<file path="config.mk">
export PLATFORM = sky130hd
export DESIGN_NAME = uart_rx_frame_assembler
export DESIGN_NICKNAME = d
export VERILOG_FILES = /design/src/rtl/uart_rx_pkg.sv /design/src/rtl/uart_rx_sync_fifo.sv /design/src/rtl/uart_rx_frame_assembler.sv
export SDC_FILE = /design/constraint.sdc
export NUM_CORES = 1
export LEC_CHECK = 0
export CORE_UTILIZATION = 60
export DETAILED_ROUTE_END_ITERATION = 7
export GPL_TIMING_DRIVEN = 0
export PLACE_DENSITY_LB_ADDON = 0.2
export REMOVE_ABC_BUFFERS = 1
export SYNTH_ARGS = -nofsm -noshare
export SYNTH_HDL_FRONTEND = slang
export SYNTH_HIERARCHICAL = 1
export SYNTH_SLANG_ARGS = --single-unit
</file>
<file path="constraint.sdc">
create_clock -name clk -period 8.95 [get_ports clk]
set_input_delay 1.3425 -clock clk [delete_from_list [all_inputs] [get_ports clk]]
set_output_delay 1.3425 -clock clk [all_outputs]
set_load 0.005 [all_outputs]
</file>
<file path="src/rtl/uart_rx_pkg.sv">
// Shared UART RX/TX definitions: frame size limits, error flag layout and config helpers.
package uart_rx_pkg;

  localparam int unsigned UART_MIN_DATA_BITS = 5;

  typedef struct packed {
    logic parity_err;
    logic short_err;
  } rx_flags_t;

  // Force a requested frame width into [UART_MIN_DATA_BITS, max_bits].
  function automatic logic [3:0] clamp_data_bits(input logic [3:0] req,
                                                 input int unsigned max_bits);
    if (32'(req) < UART_MIN_DATA_BITS) return 4'(UART_MIN_DATA_BITS);
    if (32'(req) > max_bits) return 4'(max_bits);
    return req;
  endfunction

endpackage

</file>
<file path="src/rtl/uart_rx_sync_fifo.sv">
// Synchronous-reset FIFO with valid/ready pop, occupancy count and a drop-on-full overrun pulse.
module uart_rx_sync_fifo #(
  parameter int unsigned WIDTH = 11,
  parameter int unsigned DEPTH = 4,
  localparam int unsigned CntW = $clog2(DEPTH + 1),
  localparam int unsigned PtrW = (DEPTH > 1) ? $clog2(DEPTH) : 1
) (
  input  logic             clk,
  input  logic             rst_n,
  input  logic             push_valid,
  input  logic [WIDTH-1:0] push_data,
  input  logic             pop_ready,
  output logic             pop_valid,
  output logic [WIDTH-1:0] pop_data,
  output logic             overrun,
  output logic [CntW-1:0]  count
);

  localparam logic [PtrW-1:0] LastPtr = PtrW'(DEPTH - 1);
  localparam logic [CntW-1:0] FullCnt = CntW'(DEPTH);

  logic [WIDTH-1:0] mem_q [DEPTH];
  logic [PtrW-1:0]  wr_q, wr_d, rd_q, rd_d;
  logic [CntW-1:0]  count_q, count_d;
  logic             overrun_q, overrun_d;
  logic             full, empty, do_pop, do_push;

  always_comb begin
    full    = (count_q == FullCnt);
    empty   = (count_q == '0);
    do_pop  = pop_ready && !empty;
    // A pop in the same cycle frees the slot, so a full FIFO still accepts the push.
    do_push = push_valid && (!full || do_pop);

    wr_d      = wr_q;
    rd_d      = rd_q;
    count_d   = count_q;
    overrun_d = push_valid && full && !do_pop;

    if (do_push) wr_d = (wr_q == LastPtr) ? '0 : wr_q + PtrW'(1);
    if (do_pop)  rd_d = (rd_q == LastPtr) ? '0 : rd_q + PtrW'(1);
    if (do_push && !do_pop)      count_d = count_q + CntW'(1);
    else if (do_pop && !do_push) count_d = count_q - CntW'(1);
  end

  always_ff @(posedge clk) begin
    if (!rst_n) begin
      wr_q      <= '0;
      rd_q      <= '0;
      count_q   <= '0;
      overrun_q <= 1'b0;
    end else begin
      wr_q      <= wr_d;
      rd_q      <= rd_d;
      count_q   <= count_d;
      overrun_q <= overrun_d;
    end
  end

  always_ff @(posedge clk) begin
    if (do_push) mem_q[wr_q] <= push_data;
  end

  assign pop_valid = !empty;
  assign pop_data  = empty ? '0 : mem_q[rd_q];
  assign overrun   = overrun_q;
  assign count     = count_q;

endmodule

</file>
<file path="src/rtl/uart_rx_frame_assembler.sv">
// UART RX frame assembler: places sampled data bits by index, tags errors, queues frames.
// Optional parity checking is compiled in with UART_RX_PARITY_CHECK_EN.
module uart_rx_frame_assembler
  import uart_rx_pkg::*;
#(
  parameter int unsigned MAX_DATA_BITS = 9,
  parameter int unsigned DEPTH         = 4,
  localparam int unsigned CntW = $clog2(DEPTH + 1)
) (
  input  logic                     clk,
  input  logic                     rst_n,
  input  logic                     sample_enable,
  input  logic                     bit_sample,
  input  logic                     is_data_bit,
  input  logic                     is_parity_bit,
  input  logic                     frame_complete,
  input  logic                     frame_abort,
  input  logic [3:0]               data_bits,
  input  logic                     lsb_first,
  input  logic                     parity_en,
  input  logic                     parity_odd,
  output logic [MAX_DATA_BITS-1:0] rx_data,
  output logic                     rx_parity_err,
  output logic                     rx_short_err,
  output logic                     rx_valid,
  input  logic                     rx_ready,
  output logic                     rx_overrun,
  output logic [CntW-1:0]          fifo_count
);

  localparam int unsigned EntryW = MAX_DATA_BITS + 2;

  typedef enum logic [0:0] {StIdle, StAssemble} state_e;

  state_e                   state_q, state_d;
  logic [3:0]               idx_q, idx_d, idx_new;
  logic [3:0]               n_q, n_d, n_cfg, n_eff, pos;
  logic                     lsb_q, lsb_d, lsb_eff;
  logic [MAX_DATA_BITS-1:0] asm_q, asm_d, asm_new;
  logic                     idle, data_stb, frame_end, wr_bit, push, parity_err;
  rx_flags_t                push_flags, head_flags;
  logic [EntryW-1:0]        head;

  assign idle      = (state_q == StIdle);
  assign data_stb  = sample_enable && is_data_bit;
  assign frame_end = frame_complete || frame_abort;
  assign push      = frame_complete && !frame_abort;

  always_comb begin
    // Config is taken live until the first data bit, then the latched copy rules.
    n_cfg   = clamp_data_bits(data_bits, MAX_DATA_BITS);
    n_eff   = idle ? n_cfg : n_q;
    lsb_eff = idle ? lsb_first : lsb_q;
    wr_bit  = data_stb && (idx_q < n_eff);
    pos     = lsb_eff ? idx_q : (n_eff - 4'd1 - idx_q);

    asm_new = asm_q;
    idx_new = idx_q;
    if (wr_bit) begin
      for (int unsigned i = 0; i < MAX_DATA_BITS; i++) begin
        if (4'(i) == pos) asm_new[i] = bit_sample;
      end
      idx_new = idx_q + 4'd1;
    end

    state_d = state_q;
    n_d     = n_q;
    lsb_d   = lsb_q;
    asm_d   = asm_new;
    idx_d   = idx_new;
    if (idle && data_stb) begin
      state_d = StAssemble;
      n_d     = n_cfg;
      lsb_d   = lsb_first;
    end
    if (frame_end) begin
      state_d = StIdle;
      asm_d   = '0;
      idx_d   = '0;
    end
  end

  always_ff @(posedge clk) begin
    if (!rst_n) begin
      state_q <= StIdle;
      idx_q   <= '0;
      n_q     <= 4'(UART_MIN_DATA_BITS);
      lsb_q   <= 1'b1;
      asm_q   <= '0;
    end else begin
      state_q <= state_d;
      idx_q   <= idx_d;
      n_q     <= n_d;
      lsb_q   <= lsb_d;
      asm_q   <= asm_d;
    end
  end

`ifdef UART_RX_PARITY_CHECK_EN
  logic pen_q, pen_d, podd_q, podd_d, pen_eff, podd_eff;
  logic par_seen_q, par_seen_d, par_err_q, par_err_d, par_stb, par_calc;

  always_comb begin
    pen_eff  = idle ? parity_en : pen_q;
    podd_eff = idle ? parity_odd : podd_q;
    par_stb  = sample_enable && is_parity_bit && pen_eff;
    par_calc = bit_sample ^ (^asm_new) ^ podd_eff;

    pen_d      = pen_q;
    podd_d     = podd_q;
    par_seen_d = par_seen_q;
    par_err_d  = par_err_q;
    if (idle && data_stb) begin
      pen_d  = parity_en;
      podd_d = parity_odd;
    end
    if (par_stb) begin
      par_seen_d = 1'b1;
      par_err_d  = par_calc;
    end
    // A parity-enabled frame committed without its parity bit counts as an error.
    parity_err = pen_eff && (par_stb ? par_calc : (par_seen_q ? par_err_q : 1'b1));
    if (frame_end) begin
      par_seen_d = 1'b0;
      par_err_d  = 1'b0;
    end
  end

  always_ff @(posedge clk) begin
    if (!rst_n) begin
      pen_q      <= 1'b0;
      podd_q     <= 1'b0;
      par_seen_q <= 1'b0;
      par_err_q  <= 1'b0;
    end else begin
      pen_q      <= pen_d;
      podd_q     <= podd_d;
      par_seen_q <= par_seen_d;
      par_err_q  <= par_err_d;
    end
  end
`else
  logic unused_parity;
  assign unused_parity = ^{is_parity_bit, parity_en, parity_odd};
  assign parity_err    = 1'b0;
`endif

  assign push_flags.parity_err = parity_err;
  assign push_flags.short_err  = (idx_new < n_eff);

  uart_rx_sync_fifo #(
    .WIDTH (EntryW),
    .DEPTH (DEPTH)
  ) u_fifo (
    .clk        (clk),
    .rst_n      (rst_n),
    .push_valid (push),
    .push_data  ({push_flags, asm_new}),
    .pop_ready  (rx_ready),
    .pop_valid  (rx_valid),
    .pop_data   (head),
    .overrun    (rx_overrun),
    .count      (fifo_count)
  );

  assign head_flags    = rx_flags_t'(head[EntryW-1:MAX_DATA_BITS]);
  assign rx_data       = head[MAX_DATA_BITS-1:0];
  assign rx_parity_err = head_flags.parity_err;
  assign rx_short_err  = head_flags.short_err;

endmodule

</file>
==> results of run 1 <==
cells in the final DEF (no fill, tap or decap), types with 2 or more instances in the layout:
cell / instances
sky130_fd_sc_hd__mux4_2: 11
sky130_fd_sc_hd__nand3_1: 12
sky130_fd_sc_hd__and2_1: 10
sky130_fd_sc_hd__clkdlybuf4s50_1: 28
sky130_fd_sc_hd__xnor2_1: 3
sky130_fd_sc_hd__inv_1: 13
sky130_fd_sc_hd__o21a_1: 3
sky130_fd_sc_hd__nand3b_1: 3
sky130_fd_sc_hd__ha_1: 17
sky130_fd_sc_hd__bufinv_16: 2
sky130_fd_sc_hd__conb_1: 4
sky130_fd_sc_hd__mux2_1: 2
sky130_fd_sc_hd__a21oi_1: 5
sky130_fd_sc_hd__o21ai_1: 2
sky130_fd_sc_hd__xor2_1: 2
sky130_fd_sc_hd__nor3_1: 4
sky130_fd_sc_hd__edfxtp_1: 44
sky130_fd_sc_hd__mux2i_1: 15
sky130_fd_sc_hd__nor2b_1: 17
sky130_fd_sc_hd__and4_1: 2
sky130_fd_sc_hd__mux2_2: 8
sky130_fd_sc_hd__clkbuf_8: 9
sky130_fd_sc_hd__o21ai_0: 5
sky130_fd_sc_hd__dfxtp_1: 29
sky130_fd_sc_hd__nor2_1: 3
sky130_fd_sc_hd__fa_1: 2
sky130_fd_sc_hd__nand2_1: 29
final cells by class:
class	count	area, µm²	area share, %
Clock buffer	10	128	3.10
Clock inverter	6	90.1	2.19
Inverter	14	52.6	1.28
Multi-Input combinational cell	183	1570	38.1
Sequential cell	73	1900	46.2
Tap cell	72	90.1	2.19
Timing Repair Buffer	29	288	6.98
state kept, by name, indices dropped and copies added (netlist names), named ones only:
signal and cells:
u_fifo/mem_q 44, asm_q 9, idx_q 4, n_q 4
u_fifo/count 3, u_fifo/rd_q 2, u_fifo/wr_q 2, lsb_q 1
state_q 1, u_fifo/overrun 1
path summary, 6_finish.rpt:
| kind | end | slack (ns) | cells after the start |
|---|---|---|---|
| setup / recovery | u_fifo/mem_q[1][7]$_DFFE_PP_ | 4.43 | 11 |
| hold / removal | asm_q[0]$_SDFF_PP0_ | 0.46 | 2 |
| setup reg to reg | u_fifo/mem_q[2][6]$_DFFE_PP_ | 5.63 | 9 |
| hold reg to reg | asm_q[0]$_SDFF_PP0_ | 0.46 | 2 |
cell families (layout without fill, tap and decap cells):
kind of cell	after synthesis	in the layout	share of synthesized area [%]
mux	38	38	15.4
xor+xnor	5	5	1.23
flops	73	73	53.5
buf+inv	23	59	2.85
simple gates	93	93	15.0
other cells	1	4	0.105
compound gates	24	24	4.82
fa+ha+maj	19	19	7.11
worst reg2reg max path: cells and delay by family (launching register included):
family	cells	cell delay, ns
fa+ha+maj	2	0.62
flops	1	0.60
simple gates	2	0.60
mux	3	1.03
xor+xnor	1	0.14
buf+inv	1	0.06
power by group through the flow:
| stage | sequential, mW | clock [mW] | combinational (mW) |
|---|---|---|---|
| detailed placement | 0.413 | 0 | 0.200 |
| global route | 0.409 | 0.297 | 0.222 |
| CTS | 0.406 | 0.282 | 0.203 |
| finish | 0.405 | 0.278 | 0.204 |
| floorplan | 0.405 | 0 | 0.116 |
| global placement | 0.411 | 0 | 0.194 |
cell usage after synthesis (8+ instances only):
library cell and count:
sky130_fd_sc_hd__and2_1 10, sky130_fd_sc_hd__dfxtp_1 29, sky130_fd_sc_hd__edfxtp_1 44, sky130_fd_sc_hd__ha_1 17, sky130_fd_sc_hd__inv_1 13, sky130_fd_sc_hd__mux2_2 8
sky130_fd_sc_hd__mux2i_1 15, sky130_fd_sc_hd__mux4_2 11, sky130_fd_sc_hd__nand2_1 29, sky130_fd_sc_hd__nand3_1 12, sky130_fd_sc_hd__nor2b_1 17
per-layer routing:
metal / up-vias / GRT usage (%) / routed length [µm]
li1: 1067 / - / -
met1: 1007 / 26.6 / 2680
met5: - / 0 / 0
met3: 5 / 5.29 / 181
met2: 38 / 39.4 / 3300
met4: 0 / 7.82 / 58
==> run metrics, run 1 <==
starting density of the core=63.4%; reg-to-reg startpoint=state_q$_SDFFE_PP0P_; maximum clock frequency=221 MHz; Boundary Pins=32; class of the tightest hold or removal check=reg -> reg; area enclosed by the die boundary=6240 µm²; area of the mapped netlist=3560 µm²; final-layout setup total negative slack=0 ns; type of origin of the critical path=input pin; asr flop ratio synth=0%; sequential area share after synthesis=53.5%; port bufs=28; fill cell instance count of the final layout=368; H-Tree Level Count=3; Floorplan Core Area=5610 µm²; fraction of power consumed by sequential logic=45.7%; top-area cell type share of the netlist area=37.1%; hold-fix buffers at CTS=0; total placed instance area=3890 µm²; placement row count=27; required time of the worst setup path=9.01 ns; vias in the first global route=2110; P_sw=0.228 mW; post-route antenna net violation count=0; total iterations of the first detailed-routing run=6; primary flip-flop cell chosen by synthesis mapping=sky130_fd_sc_hd__edfxtp_1; RSZ-0062 raised after global routing=no; Final HPWL DP=4.35 mm; CP dominant cell by count=sky130_fd_sc_hd__mux2i_1; wire length of the first global-routing pass=10.1 mm; clock sink count=73; vertical die dimension=79.0 µm; TritonCTS clock tree=done; Static Leakage=1.55 nW; post-placement cell count=370; cell accounting for the most synthesized area=sky130_fd_sc_hd__edfxtp_1; number of nets in the layout=345; count of vias placed by the detailed router=2117; final worst path period share=50.6%; final standard cell area without fillers=4120 µm²; kind of critical path=in -> reg; Non-Filler Instances=387; clock network fraction of total power=31.4%; Slew Viols, Final=0; Final Hold Fails=0; top cells by area, synth=sky130_fd_sc_hd__edfxtp_1 37%, sky130_fd_sc_hd__dfxtp_1 16%, sky130_fd_sc_hd__mux4_2 7.0%, sky130_fd_sc_hd__ha_1 6.0%, sky130_fd_sc_hd__mux2i_1 4.2%; Worst path slowest cell=sky130_fd_sc_hd__clkdlybuf4s50_1; clock tree root driver cell=sky130_fd_sc_hd__clkbuf_8; global-route usage over all layers=22.3%; Internal Pwr Total=0.659 mW; average wire length per cell after detail routing=16.1 µm; cell type group with the largest total delay on the critical path=multiplexers; peak supply drop=0.000124 V; critical path fanouts, max=5; synthesized netlist cell count=276; start point of the critical path=data_bits[3]; result of the run=complete, no violations; sum of overflow across all layers after global routing=0; Post-route DRC=0; Max stage delay on crit path=0.51 ns; layout cells sized above 1=15.2%; flip-flop and latch count after synthesis=73; worst slack, placed=4.11 ns; number of antenna diodes=0; number of antenna violations at the first check in global routing=0; Avg Cell Area, Syn=12.9 µm²; clock input transition at the sequential cells of the worst setup and hold paths=0.07 ns; initial DRC count=88; Die X=79.0 µm; actual slew at the worst max-slew pin=0.978 ns; number of enable flip-flop cells after synthesis=44; yosys synthesis warning count=6; total setup violations reported at the end of the flow=0; ordered cell list for the critical path=clkdlybuf4s50_1, or3b_2, a21oi_1, mux2i_1, ha_1, inv_1, fa_1, mux2i_1, and4_1, nand2_1, mux2_1; clock latency at the later pin of the worst-skew pair=0.34 ns; Via density=5.47; max-cap viol count=0; final design utilization=73.5%; Power Dens Cells=215 nW/µm²; worst setup margin=4.43 ns; max_slew headroom=34.5%; number of setup buffers added after CTS=0; crit path buf inv count=2; post-layout minimum cycle time=4.52 ns; endpoint kind of the worst setup timing path=flop; Total Power Consumption=0.887 mW; pin count of the biggest net entering global routing=19; post_cts resized=0; TritonCTS Buffers=9; switching part of the total power=25.7%; arrival time at the worst endpoint=4.59 ns; DRT Wirelength=6.22 mm; maximum clock skew at final layout=0.0103 ns; gp weighted congestion=0.783; Clock Path Buffers=2; minimum hold slack=0.458 ns; number of distinct library cells after synthesis=53; hold_sp=asm_q[0]$_SDFF_PP0_; Synth-to-Final Area Change=15.8%; power share of the combinational group=23.0%
(Power assumes the default switching activity.)
==> run 2, diff against run 1 <==
- CORE_UTILIZATION: 60 -> 52
- clock period: 8.95 -> 3.62 ns (I/O delays scaled with it)
==> run 2 against run 1 <==
  * Total power is 140% higher
  * Final cell count is 1.3% higher
  * First-iteration DRC count grew 23%
  * Core utilization down 9.3 points
  * Die area grew 15%
  * Cell area is 0.58% higher
  * Clock skew is 0.0014 ns lower
  * Wire length decreased by 5.7%
  * Via count increased by 1.5%
  * Combinational power grew 140%
  * Global-route usage shrank 3.9 points
  * Sequential share of layout area is 0.26 points lower
==> run metrics, run 2 (same netlist as run 1, synthesis figures left out) <==
result of the run=complete, no violations; wire length of the first global-routing pass=10.0 mm (-0.75%); post-layout minimum cycle time=3.44 ns; clock network fraction of total power=29.8% (-1.6 points); sum of overflow across all layers after global routing=0 (unchanged); clock input transition at the sequential cells of the worst setup and hold paths=0.07 ns (about the same); number of antenna diodes=0 (unchanged); post-placement cell count=376 (+1.6%); total setup violations reported at the end of the flow=0 (unchanged); kind of critical path=in -> reg; peak supply drop=0.000180 V (+45%); post-route antenna net violation count=0 (unchanged); Slew Viols, Final=0 (unchanged); Die X=84.7 µm (+7.2%); crit path buf inv count=2 (unchanged); count of vias placed by the detailed router=2149 (+1.5%); TritonCTS clock tree=done; vias in the first global route=2142 (+1.5%); H-Tree Level Count=3 (unchanged); number of antenna violations at the first check in global routing=0 (unchanged); Synth-to-Final Area Change=16.5%; area enclosed by the die boundary=7180 µm² (+15%); Non-Filler Instances=392 (+1.3%); DRT Wirelength=5.86 mm (-5.7%); cell type group with the largest total delay on the critical path=simple AND/OR/NAND/NOR gates; total iterations of the first detailed-routing run=6 (unchanged); switching part of the total power=26.1% (+0.41 points); Largest register FFs=44 (unchanged); average wire length per cell after detail routing=15.0 µm (-6.9%); required time of the worst setup path=3.69 ns (-5.32 ns); maximum clock skew at final layout=0.00890 ns (-0.00141 ns); type of origin of the critical path=input pin; ordered cell list for the critical path=clkdlybuf4s50_1, or3b_2, a21oi_2, mux2i_2, ha_1, inv_1, fa_1, mux2i_4, and4_1, nand2_1, mux2_1; number of setup buffers added after CTS=0 (unchanged); P_sw=0.554 mW (+140%); Final HPWL DP=4.05 mm (-6.7%); fraction of power consumed by sequential logic=47.1% (+1.4 points); arrival time at the worst endpoint=3.51 ns (-1.08 ns); RSZ-0062 raised after global routing=no; Max stage delay on crit path=0.50 ns (about the same); number of nets in the layout=345 (unchanged); Power Dens Cells=513 nW/µm² (+140%); initial DRC count=108 (+23%); Floorplan Core Area=6460 µm² (+15%); endpoint kind of the worst setup timing path=flop; critical path fanouts, max=5 (unchanged); max_slew headroom=45.2% (+11 points); layout cells sized above 1=17.1% (+1.9 points); global-route usage over all layers=18.5% (-3.9 points); most used cells in the layout excluding fill and tap cells=44 x sky130_fd_sc_hd__edfxtp_1, 29 x sky130_fd_sc_hd__nand2_1, 29 x sky130_fd_sc_hd__dfxtp_1; Internal Pwr Total=1.57 mW (+140%); Boundary Pins=32 (unchanged); Worst path slowest cell=sky130_fd_sc_hd__clkdlybuf4s50_1; placement row count=29 (+7.4%); Final Hold Fails=0 (unchanged); most frequent standard cell in the layout excluding fill and tap cells=sky130_fd_sc_hd__edfxtp_1; power share of the combinational group=23.2% (+0.2 points); gp weighted congestion=0.808 (+3.2%); port bufs=28 (unchanged); largest registers=u_fifo/mem_q x44, asm_q x9; Clock Path Buffers=2 (unchanged); clock latency at the later pin of the worst-skew pair=0.34 ns (about the same); Post-route DRC=0 (unchanged); clock sink count=73 (unchanged); Via density=5.48 (+0.22%); max-cap viol count=0 (unchanged); minimum hold slack=0.460 ns (+0.00174 ns); maximum clock frequency=291 MHz; Static Leakage=1.54 nW (-0.60%); Top reg by flops=u_fifo/mem_q; class of the tightest hold or removal check=reg -> reg; vertical die dimension=84.7 µm (+7.2%); starting density of the core=55.1% (-8.4 points); pin count of the biggest net entering global routing=19 (unchanged); clock tree root driver cell=sky130_fd_sc_hd__clkbuf_8; final worst path period share=95.0%; TritonCTS Buffers=9 (unchanged); actual slew at the worst max-slew pin=0.818 ns (-0.161 ns)
## run 2: metrics by stage
| step | power (mW) | TNS [ns] | worst slack, ns | cell area, µm² | util, % |
|---|---|---|---|---|---|
| floorplan | 1.29 | 0 | 0.439 | 3520 | - |
| global placement | 1.50 | -10.94 | -0.329 | 3900 | 60.3 |
| detailed placement | 1.52 | -9.98 | -0.351 | 3910 | 60.6 |
| CTS | 2.14 | 0 | 0.0108 | 4110 | 63.6 |
| global route | 2.24 | 0 | 0.0202 | 4140 | 64.2 |
| finish | 2.13 | 0 | 0.181 | 4140 | 64.2 |
## run 2: layout make-up
| class | instances | area [µm²] |
|---|---|---|
| inverters | 14 | 52.6 |
| multi-input cells | 183 | 1600 |
| clock buffers | 11 | 141 |
| fillers | 509 | 2310 |
| well taps | 77 | 96.3 |
| flip-flops and latches | 73 | 1900 |
| repair buffers | 29 | 292 |
| clock inverters | 5 | 56.3 |
## run 2: final timing paths
kind	cells past startpoint	from	end	slack, ns
setup reg to reg	10	state_q$_SDFFE_PP0P_	u_fifo/mem_q[1][9]$_DFFE_PP_	0.51
setup / recovery	11	data_bits[3]	u_fifo/mem_q[2][7]$_DFFE_PP_	0.18
hold reg to reg	2	asm_q[3]$_SDFF_PP0_	asm_q[3]$_SDFF_PP0_	0.46
hold / removal	2	asm_q[3]$_SDFF_PP0_	asm_q[3]$_SDFF_PP0_	0.46
## run 2: timing repair
action | CTS | global route
endpoints found under the setup margin | 0 | 40
hold buffers | 0 | 0
resized for setup | 0 | 6
hold endpoints to repair | 0 | 0
## run 2: per-layer routing
| metal | routed length [µm] | global-route usage (%) | vias up | part of all wire [%] |
|---|---|---|---|---|
| met3 | 203 | 4.13 | 11 | 3.5 |
| met2 | 2810 | 30.3 | 42 | 48 |
| met4 | 121 | 8.32 | 0 | 2.1 |
| li1 | - | - | 1065 | - |
| met5 | 0 | 0 | - | 0 |
| met1 | 2730 | 23.5 | 1031 | 47 |
## run 2: power by group through the flow
stage | Sequential, mW | Combinational (mW) | Clock [mW]
global placement | 1.02 | 0.484 | 0
CTS | 1.00 | 0.495 | 0.645
detailed placement | 1.02 | 0.494 | 0
finish | 1.00 | 0.492 | 0.632
global route | 1.02 | 0.540 | 0.681
floorplan | 1.00 | 0.287 | 0
## run 2: worst min-delay path, stage by stage (launching register included)
cell,delay [ns]
sky130_fd_sc_hd__dfxtp_1,0.31
sky130_fd_sc_hd__nand2_1,0.05
sky130_fd_sc_hd__mux2i_1,0.06
==> run 3, diff against run 2 <==
- CTS_CLUSTER_SIZE: not set -> 10
- MAX_ROUTING_LAYER: not set -> met4
==> run 3 against run 2 <==
  * Wire length unchanged
  * Via count unchanged
  * First-iteration DRC count up 0.93%
  * Hold slack unchanged
  * Clock skew about the same
  * Critical path type unchanged
  * Largest cell class unchanged
  * Largest power group unchanged
==> run metrics, run 3 (same netlist as run 1, synthesis figures left out) <==
total iterations of the first detailed-routing run=6 (unchanged); DRT Wirelength=5.86 mm (unchanged); Boundary Pins=32 (unchanged); count of vias placed by the detailed router=2149 (unchanged); arrival time at the worst endpoint=3.51 ns (about the same); pin count of the biggest net entering global routing=19 (unchanged); class of the tightest hold or removal check=reg -> reg; Final Hold Fails=0 (unchanged); starting density of the core=55.1% (unchanged); most used cells in the layout excluding fill and tap cells=44 x sky130_fd_sc_hd__edfxtp_1, 29 x sky130_fd_sc_hd__nand2_1, 29 x sky130_fd_sc_hd__dfxtp_1; final worst path period share=95.0% (about the same); RSZ-0062 raised after global routing=no; number of setup buffers added after CTS=0 (unchanged); max-cap viol count=0 (unchanged); layout cells sized above 1=17.1% (unchanged); Largest register FFs=44 (unchanged); most frequent standard cell in the layout excluding fill and tap cells=sky130_fd_sc_hd__edfxtp_1; actual slew at the worst max-slew pin=0.818 ns (unchanged); number of antenna violations at the first check in global routing=0 (unchanged); Post-route DRC=0 (unchanged); maximum clock skew at final layout=0.00890 ns (+0.00000159 ns); clock input transition at the sequential cells of the worst setup and hold paths=0.07 ns (about the same); wire length of the first global-routing pass=10.0 mm (about the same); total setup violations reported at the end of the flow=0 (unchanged); vias in the first global route=2143 (+0.047%); TritonCTS Buffers=9 (unchanged); total placed instance area=3910 µm² (unchanged); final standard cell area without fillers=4140 µm² (unchanged); max_slew headroom=45.2% (unchanged); critical path fanouts, max=5 (unchanged); number of nets in the layout=345 (unchanged); Top reg by flops=u_fifo/mem_q; port bufs=28 (unchanged); H-Tree Level Count=3 (unchanged); peak supply drop=0.000180 V (unchanged); Synth-to-Final Area Change=16.5% (unchanged); Via density=5.48 (unchanged); fill cell instance count of the final layout=509 (unchanged); clock tree root driver cell=sky130_fd_sc_hd__clkbuf_8; clock latency at the later pin of the worst-skew pair=0.34 ns (about the same); number of antenna diodes=0 (unchanged); Floorplan Core Area=6460 µm² (unchanged); initial DRC count=109 (+0.93%); Total Power Consumption=2.13 mW (unchanged); Static Leakage=1.54 nW (unchanged); area enclosed by the die boundary=7180 µm² (unchanged); global-route usage over all layers=19.0% (+0.58 points); result of the run=complete, no violations; required time of the worst setup path=3.69 ns (about the same); sum of overflow across all layers after global routing=0 (unchanged); Final HPWL DP=4.05 mm (unchanged); TritonCTS clock tree=done; placement row count=29 (unchanged); post-route antenna net violation count=0 (unchanged); vertical die dimension=84.7 µm (unchanged); maximum clock frequency=291 MHz (about the same); post-layout minimum cycle time=3.44 ns (+0.0000160 ns); Die X=84.7 µm (unchanged); largest registers=u_fifo/mem_q x44, asm_q x9; Clock Path Buffers=2 (unchanged); gp weighted congestion=0.820 (+1.5%); clock sink count=73 (unchanged); kind of critical path=in -> reg; endpoint kind of the worst setup timing path=flop; Power Dens Cells=513 nW/µm² (unchanged); type of origin of the critical path=input pin; Slew Viols, Final=0 (unchanged); average wire length per cell after detail routing=15.0 µm (unchanged)
[run 3: cell counts in the layout (fill, tap and decap cells not counted)]
Identical to the previous run, type by type.
[run 3: worst max-delay path: stages]
cell and delay (ns):
sky130_fd_sc_hd__clkdlybuf4s50_1 0.50, sky130_fd_sc_hd__or3b_2 0.47, sky130_fd_sc_hd__a21oi_2 0.17, sky130_fd_sc_hd__mux2i_2 0.13, sky130_fd_sc_hd__ha_1 0.24, sky130_fd_sc_hd__inv_1 0.07, sky130_fd_sc_hd__fa_1 0.44, sky130_fd_sc_hd__mux2i_4 0.22
sky130_fd_sc_hd__and4_1 0.24, sky130_fd_sc_hd__nand2_1 0.10, sky130_fd_sc_hd__mux2_1 0.39
[run 3: what timing repair did]
action,in CTS,in global routing
setup endpoints to repair,0,40
resized for setup,0,6
hold buffers,0,0
[run 3: area by class of cell]
class	count	area, µm²	area share [%]
Clock inverter	5	56.3	1.36
Multi-Input combinational cell	183	1600	38.7
Inverter	14	52.6	1.27
Timing Repair Buffer	29	292	7.04
Clock buffer	11	141	3.41
Sequential cell	73	1900	45.9
Tap cell	77	96.3	2.32
[run 3: routing by layer]
layer / GRT usage (%) / vias up / part of all wire (%)
met5: - / - / 0
met4: 8.32 / 0 / 2.1
met3: 4.13 / 11 / 3.5
met2: 30.3 / 42 / 48
met1: 23.5 / 1031 / 47
li1: - / 1065 / -
[run 3: where the power goes]
group / internal [mW] / switching, mW / total, mW
sequential: 0.923 / 0.0777 / 1.00
combinational: 0.312 / 0.180 / 0.492
clock: 0.336 / 0.296 / 0.632
[run 3: per-stage QoR]
stage                     utilization [%]  TNS [ns]  hold slack, ns  std cells  worst slack (ns)
final                                64.2         0           0.460        392             0.181
after global routing                 64.2         0           0.479        392            0.0202
after CTS                            63.6         0           0.464        392            0.0108
after detailed placement             60.6     -9.98           0.454        376            -0.351
after global placement               60.3    -10.94           0.441        375            -0.329
after floorplan                         -         0           0.435        270             0.439
[run 3: path summary, 6_finish.rpt]
check	startpoint	to	slack (ns)	cells past startpoint
setup reg to reg	state_q$_SDFFE_PP0P_	u_fifo/mem_q[1][9]$_DFFE_PP_	0.51	10
hold / removal	asm_q[3]$_SDFF_PP0_	asm_q[3]$_SDFF_PP0_	0.46	2
hold reg to reg	asm_q[3]$_SDFF_PP0_	asm_q[3]$_SDFF_PP0_	0.46	2
setup / recovery	data_bits[3]	u_fifo/mem_q[2][7]$_DFFE_PP_	0.18	11
